[config.mk]
export PLATFORM = sky130hd
export DESIGN_NAME = rr_enc_arbiter
export DESIGN_NICKNAME = d
export VERILOG_FILES = /design/src/rtl/rr_enc_arbiter.sv
export SDC_FILE = /design/constraint.sdc
export NUM_CORES = 1
export LEC_CHECK = 0
export ABC_AREA = 1
export CELL_PAD_IN_SITES_DETAIL_PLACEMENT = 0
export CELL_PAD_IN_SITES_GLOBAL_PLACEMENT = 1
export CORE_ASPECT_RATIO = 0.75
export CORE_UTILIZATION = 42
export CTS_CLUSTER_SIZE = 28
export DETAILED_ROUTE_END_ITERATION = 6
export PLACE_DENSITY = 0.84
export SETUP_SLACK_MARGIN = 0.4
export SYNTH_ARGS = -nofsm -noshare
export SYNTH_HDL_FRONTEND = slang
export SYNTH_SLANG_ARGS = --single-unit
[constraint.sdc]
create_clock -name Clk -period 4.9 [get_ports Clk]
set_input_delay 0.49 -clock Clk [delete_from_list [all_inputs] [get_ports Clk]]
set_output_delay 0.49 -clock Clk [all_outputs]
set_load 0.05 [all_outputs]
[src/rtl/rr_enc_arbiter.sv]
`timescale 1ns/1ps
`default_nettype none
// +--------------------------------------------------------------------------+
// | rr_enc_arbiter : 8-way round-robin arbiter (rotate, encode, decode) with  |
// |                  registered, held grant. Optional forced release under    |
// |                  macro ARB_TIMEOUT_EN.                                    |
// | Revision       : 1.0 - initial release                                    |
// +--------------------------------------------------------------------------+
module rr_enc_arbiter #(
    parameter int N        = 8,
    parameter int IDW      = 3,
    parameter int HOLD_MAX = 15
) (
    input  logic           Clk,
    input  logic           Rst_n,
    input  logic [N-1:0]   Req,
    output logic [N-1:0]   Grant,
    output logic [IDW-1:0] GrantId,
    output logic           GrantValid,
    output logic           Timeout
);

    typedef enum logic [0:0] {
        ST_IDLE  = 1'b0,
        ST_GRANT = 1'b1
    } state_t;

    // The encoder/decoder pair is fixed at 8 ways.
    if (N != 8 || IDW != 3 || HOLD_MAX < 2) begin : g_param_check
        $error("rr_enc_arbiter: requires N=8, IDW=3, HOLD_MAX>=2");
    end

    state_t         state_q, state_d;
    logic [IDW-1:0] ptr_q, ptr_d;
    logic [IDW-1:0] grant_id_q, grant_id_d;
    logic [N-1:0]   grant_q, grant_d;
    logic           grant_valid_q, grant_valid_d;

    logic [2*N-1:0] w_req_dbl;
    logic [N-1:0]   w_rot;
    logic [IDW-1:0] w_enc;
    logic [IDW-1:0] w_win;
    logic           w_owner_req;
    logic           w_force_rel;

    assign w_req_dbl   = {Req, Req};
    assign w_rot       = w_req_dbl[ptr_q +: N];
    assign w_win       = w_enc + ptr_q;
    assign w_owner_req = Req[grant_id_q];

    // Priority encoder: lowest set bit of the rotated vector.
    always_comb begin
        w_enc = '0;
        for (int i = N - 1; i >= 0; i--) begin
            if (w_rot[i]) begin
                w_enc = IDW'(i);
            end
        end
    end

`ifdef ARB_TIMEOUT_EN
    localparam int HCW = $clog2(HOLD_MAX + 1);

    logic [HCW-1:0] hold_cnt_q, hold_cnt_d;
    logic           timeout_q, timeout_d;

    assign w_force_rel = (state_q == ST_GRANT) && w_owner_req &&
                         (hold_cnt_q == HCW'(HOLD_MAX - 1));

    always_comb begin
        hold_cnt_d = hold_cnt_q;
        timeout_d  = 1'b0;
        if (state_q == ST_IDLE) begin
            if (|Req) begin
                hold_cnt_d = '0;
            end
        end else if (w_force_rel) begin
            timeout_d = 1'b1;
        end else if (w_owner_req && (hold_cnt_q != {HCW{1'b1}})) begin
            hold_cnt_d = hold_cnt_q + 1'b1;
        end
    end

    always_ff @(posedge Clk or negedge Rst_n) begin
        if (!Rst_n) begin
            hold_cnt_q <= '0;
            timeout_q  <= 1'b0;
        end else begin
            hold_cnt_q <= hold_cnt_d;
            timeout_q  <= timeout_d;
        end
    end

    assign Timeout = timeout_q;
`else
    assign w_force_rel = 1'b0;
    assign Timeout     = 1'b0;
`endif

    always_comb begin
        state_d       = state_q;
        ptr_d         = ptr_q;
        grant_id_d    = grant_id_q;
        grant_d       = grant_q;
        grant_valid_d = grant_valid_q;
        case (state_q)
            ST_IDLE: begin
                if (|Req) begin
                    state_d       = ST_GRANT;
                    grant_id_d    = w_win;
                    grant_d       = {{(N-1){1'b0}}, 1'b1} << w_win;
                    grant_valid_d = 1'b1;
                end
            end
            ST_GRANT: begin
                // Only the owner's request matters here; others never preempt.
                if (!w_owner_req || w_force_rel) begin
                    state_d       = ST_IDLE;
                    grant_d       = '0;
                    grant_valid_d = 1'b0;
                    ptr_d         = grant_id_q + 1'b1;
                end
            end
            default: begin
                state_d = ST_IDLE;
            end
        endcase
    end

    always_ff @(posedge Clk or negedge Rst_n) begin
        if (!Rst_n) begin
            state_q       <= ST_IDLE;
            ptr_q         <= '0;
            grant_id_q    <= '0;
            grant_q       <= '0;
            grant_valid_q <= 1'b0;
        end else begin
            state_q       <= state_d;
            ptr_q         <= ptr_d;
            grant_id_q    <= grant_id_d;
            grant_q       <= grant_d;
            grant_valid_q <= grant_valid_d;
        end
    end

    assign Grant      = grant_q;
    assign GrantId    = grant_id_q;
    assign GrantValid = grant_valid_q;

endmodule
`default_nettype wire

==> reports/metrics.csv <==
stage,metric,value,unit
job,max-cap violation count,0,
logic_synthesis,synth warn,0,
drt,# DRC,0,
cts,clock-pin slew on the worst setup and hold paths,0.06,ns
drt,final wirelength,3.18,mm
global_route,first-pass GRT wire length,5.39,mm
place,Final GP Congestion,0.856,
outcome,status,completed,
timing,RSZ-0062 raised after global routing,false,
timing,Worst-Margin Slew,0.702,ns
timing,max-slew violations,0,
timing,final setup fails,0,
timing,Final Hold Fails,0,
worst_setup_path,crit path DAT,3.31,ns
cts,setup bufs post-CTS,0,
worst_setup_path,CP Class,primary input to flop,
logic_synthesis,post-synth cell types,34,
drt,via count,1266,
floorplan,Top Ports,23,
logic_synthesis,number of enable flip-flop cells after synthesis,0,
logic_synthesis,top post-synthesis cells by area,"dfrtp_1, nand2_1, nand3_2",
layout,FF+latch area,400,um^2
cts,Root Buffer,clkbuf_8,
cts,Num CTS Buffers,3,
logic_synthesis,Synth top cells by count,"nand2_1, nand3_1, dfrtp_1",
logic_synthesis,"count leader, synth",nand2_1,
worst_setup_path,WP data required,5.03,ns
layout,area of the multi-input gates,943,um^2
global_route,antenna violations before repair,0,
logic_synthesis,mapped cell area,1470,um^2
logic_synthesis,"FFs w/ async S/R, synth",100,%
cts,clk_lat worst skew,0.25,ns
logic_synthesis,Post-Syn Nets,202,
timing,clock skew,0.00524,ns
drt,Iteration-0 DRC Markers,109,
cts,clock sinks,16,
worst_hold_path,Hold Path Cell Cnt,2,
place,DP HPWL,2.53,mm
layout,Layout area overhead,17.5,%
floorplan,CORE AREA,3310,um^2
layout,fill cell count,322,
cts,cts repair resizes,0,
logic_synthesis,synthesis-stage register bit count,16,
global_route,GRT Resource Usage Total,18.3,%
cts,CTS tree,done,
logic_synthesis,share of the synthesized area in the top cell type,27.3,%
worst_setup_path,crit end category,flop,
layout,diodes inserted,0,
layout,# nets final,222,
global_route,vias in the first global route,1145,
floorplan,Die Y-Extent,53.2,um
cts,hold-fix buffers at CTS,0,
place,Buffers on Ports,21,
drt,TritonRoute pass-1 iters,4,
global_route,grt total ovfl,0,
floorplan,initial core utilization,44.3,%
floorplan,Die ar.,3740,um^2
drt,vias per cell,5.10,
global_route,largest net degree at the start of global routing,17,
logic_synthesis,Syn Area/Cell,7.77,um^2
logic_synthesis,Main synth FF type,dfrtp_1,
logic_synthesis,"Seq/Total Area, Yosys",27.3,%
worst_setup_path,crit start category,primary input,
logic_synthesis,post-synthesis cell count,189,
cts,H-tree level count,1,
worst_setup_path,crit-path max FO,5,
timing,crit share post-route,64.7,%
timing,min cycle time layout,3.17,ns
timing,Slew HR,53.1,%
drt,post-route antenna net violation count,0,
logic_synthesis,"area leader, netlist",dfrtp_1,
floorplan,Site Rows,18,
timing,final setup TNS,0,ns
floorplan,Die X,70.3,um
timing,maximum clock rate,0.315,GHz
drt,drt wl/cell,12.8,um
worst_setup_path,R2R cell count,19,
cts,clk buf depth,2,
worst_hold_path,worst min path class,flop to flop,
layout,layout cells sized above 1,25.0,%
path summary, 6_finish.rpt:
check,from,slack [ns],endpoint
max in group asynchronous,Rst_n,3.79,ptr_q[0]
min reg2reg,GrantValid,0.47,GrantValid
min,GrantValid,0.47,GrantValid
min in group asynchronous,Rst_n,0.66,Grant[6]
max,Req[6],1.73,Grant[2]
max reg2reg,ptr_q[0],1.86,Grant[2]
sequential cells by signal (all words and copies together) (netlist names):
signal      cells
GrantValid      1
Grant           8
state_q         1
ptr_q           3
GrantId         3
kinds of logic after synthesis:
group | synth area share, %
AND/OR/NAND/NOR | 53.3
buffers and inverters | 8.44
AO/OA/AOI/OAI | 6.48
flip-flops | 27.3
adder cells (fa/ha/maj) | 3.07
XOR/XNOR | 1.19
other | 0.256
through the flow:
step	cell area [um^2]	util [%]	cells	setup WS [ns]	hold slack (ns)
floorplan	1470	-	189	2.32	0.194
global placement	1670	50.4	244	1.57	0.452
detailed placement	1670	50.4	244	1.47	0.466
CTS	1720	52.1	248	1.73	0.480
global route	1720	52.1	248	1.50	0.525
finish	1720	52.1	248	1.73	0.470
layer usage:
metal	track usage, %	up-vias	share of wire, %
li1	-	657	-
met1	27.5	591	57
met2	27.6	16	41
met3	2.86	2	2.0
met4	3.00	0	0.60
met5	0	-	0
layout by cell type, fill, tap and decap left out:
cell and n:
nand2_1 50, nand3_1 22, clkdlybuf4s50_1 21, dfrtp_1 16
nand3_2 15, nand2_4 12, nor2_1 12, nand2_2 11
inv_1 10, a21oi_1 5, o21ai_0 5, clkbuf_8 4
nand4_1 3, inv_2 2, o21bai_1 2, nor2_2 2
ha_1 2, inv_8 1, inv_6 1, nor2_4 1
nor3_1 1, a211o_1 1, o21a_1 1, xnor2_1 1
o21ai_1 1, nor2_8 1, xor2_1 1, nand3_4 1
o21ai_2 1, fa_1 1, conb_1 1
critical path, stage by stage:
cell and delay, ns:
clkdlybuf4s50_1 0.58, nand2_1 0.14, nand3_2 0.12, nand3_1 0.10
nand2_2 0.12, nand2_1 0.06, a21oi_1 0.13, o21bai_1 0.09
a21oi_1 0.14, ha_1 0.16, inv_1 0.05, fa_1 0.37
xor2_1 0.28, inv_1 0.12, nand3_4 0.13, nand2_4 0.08
nand3_1 0.08, nand2_1 0.06
cell type report:
cell class	instances	area share (%)
multi-input cells	153	54.7
inverters	14	3.77
clock buffers	4	3.19
repair buffers	21	12.2
flip-flops and latches	16	23.2
well taps	40	2.90
Power is left out: the tool's default activity adds up to more than one toggle a clock period on the data nets, which glitch-free logic cannot reach.
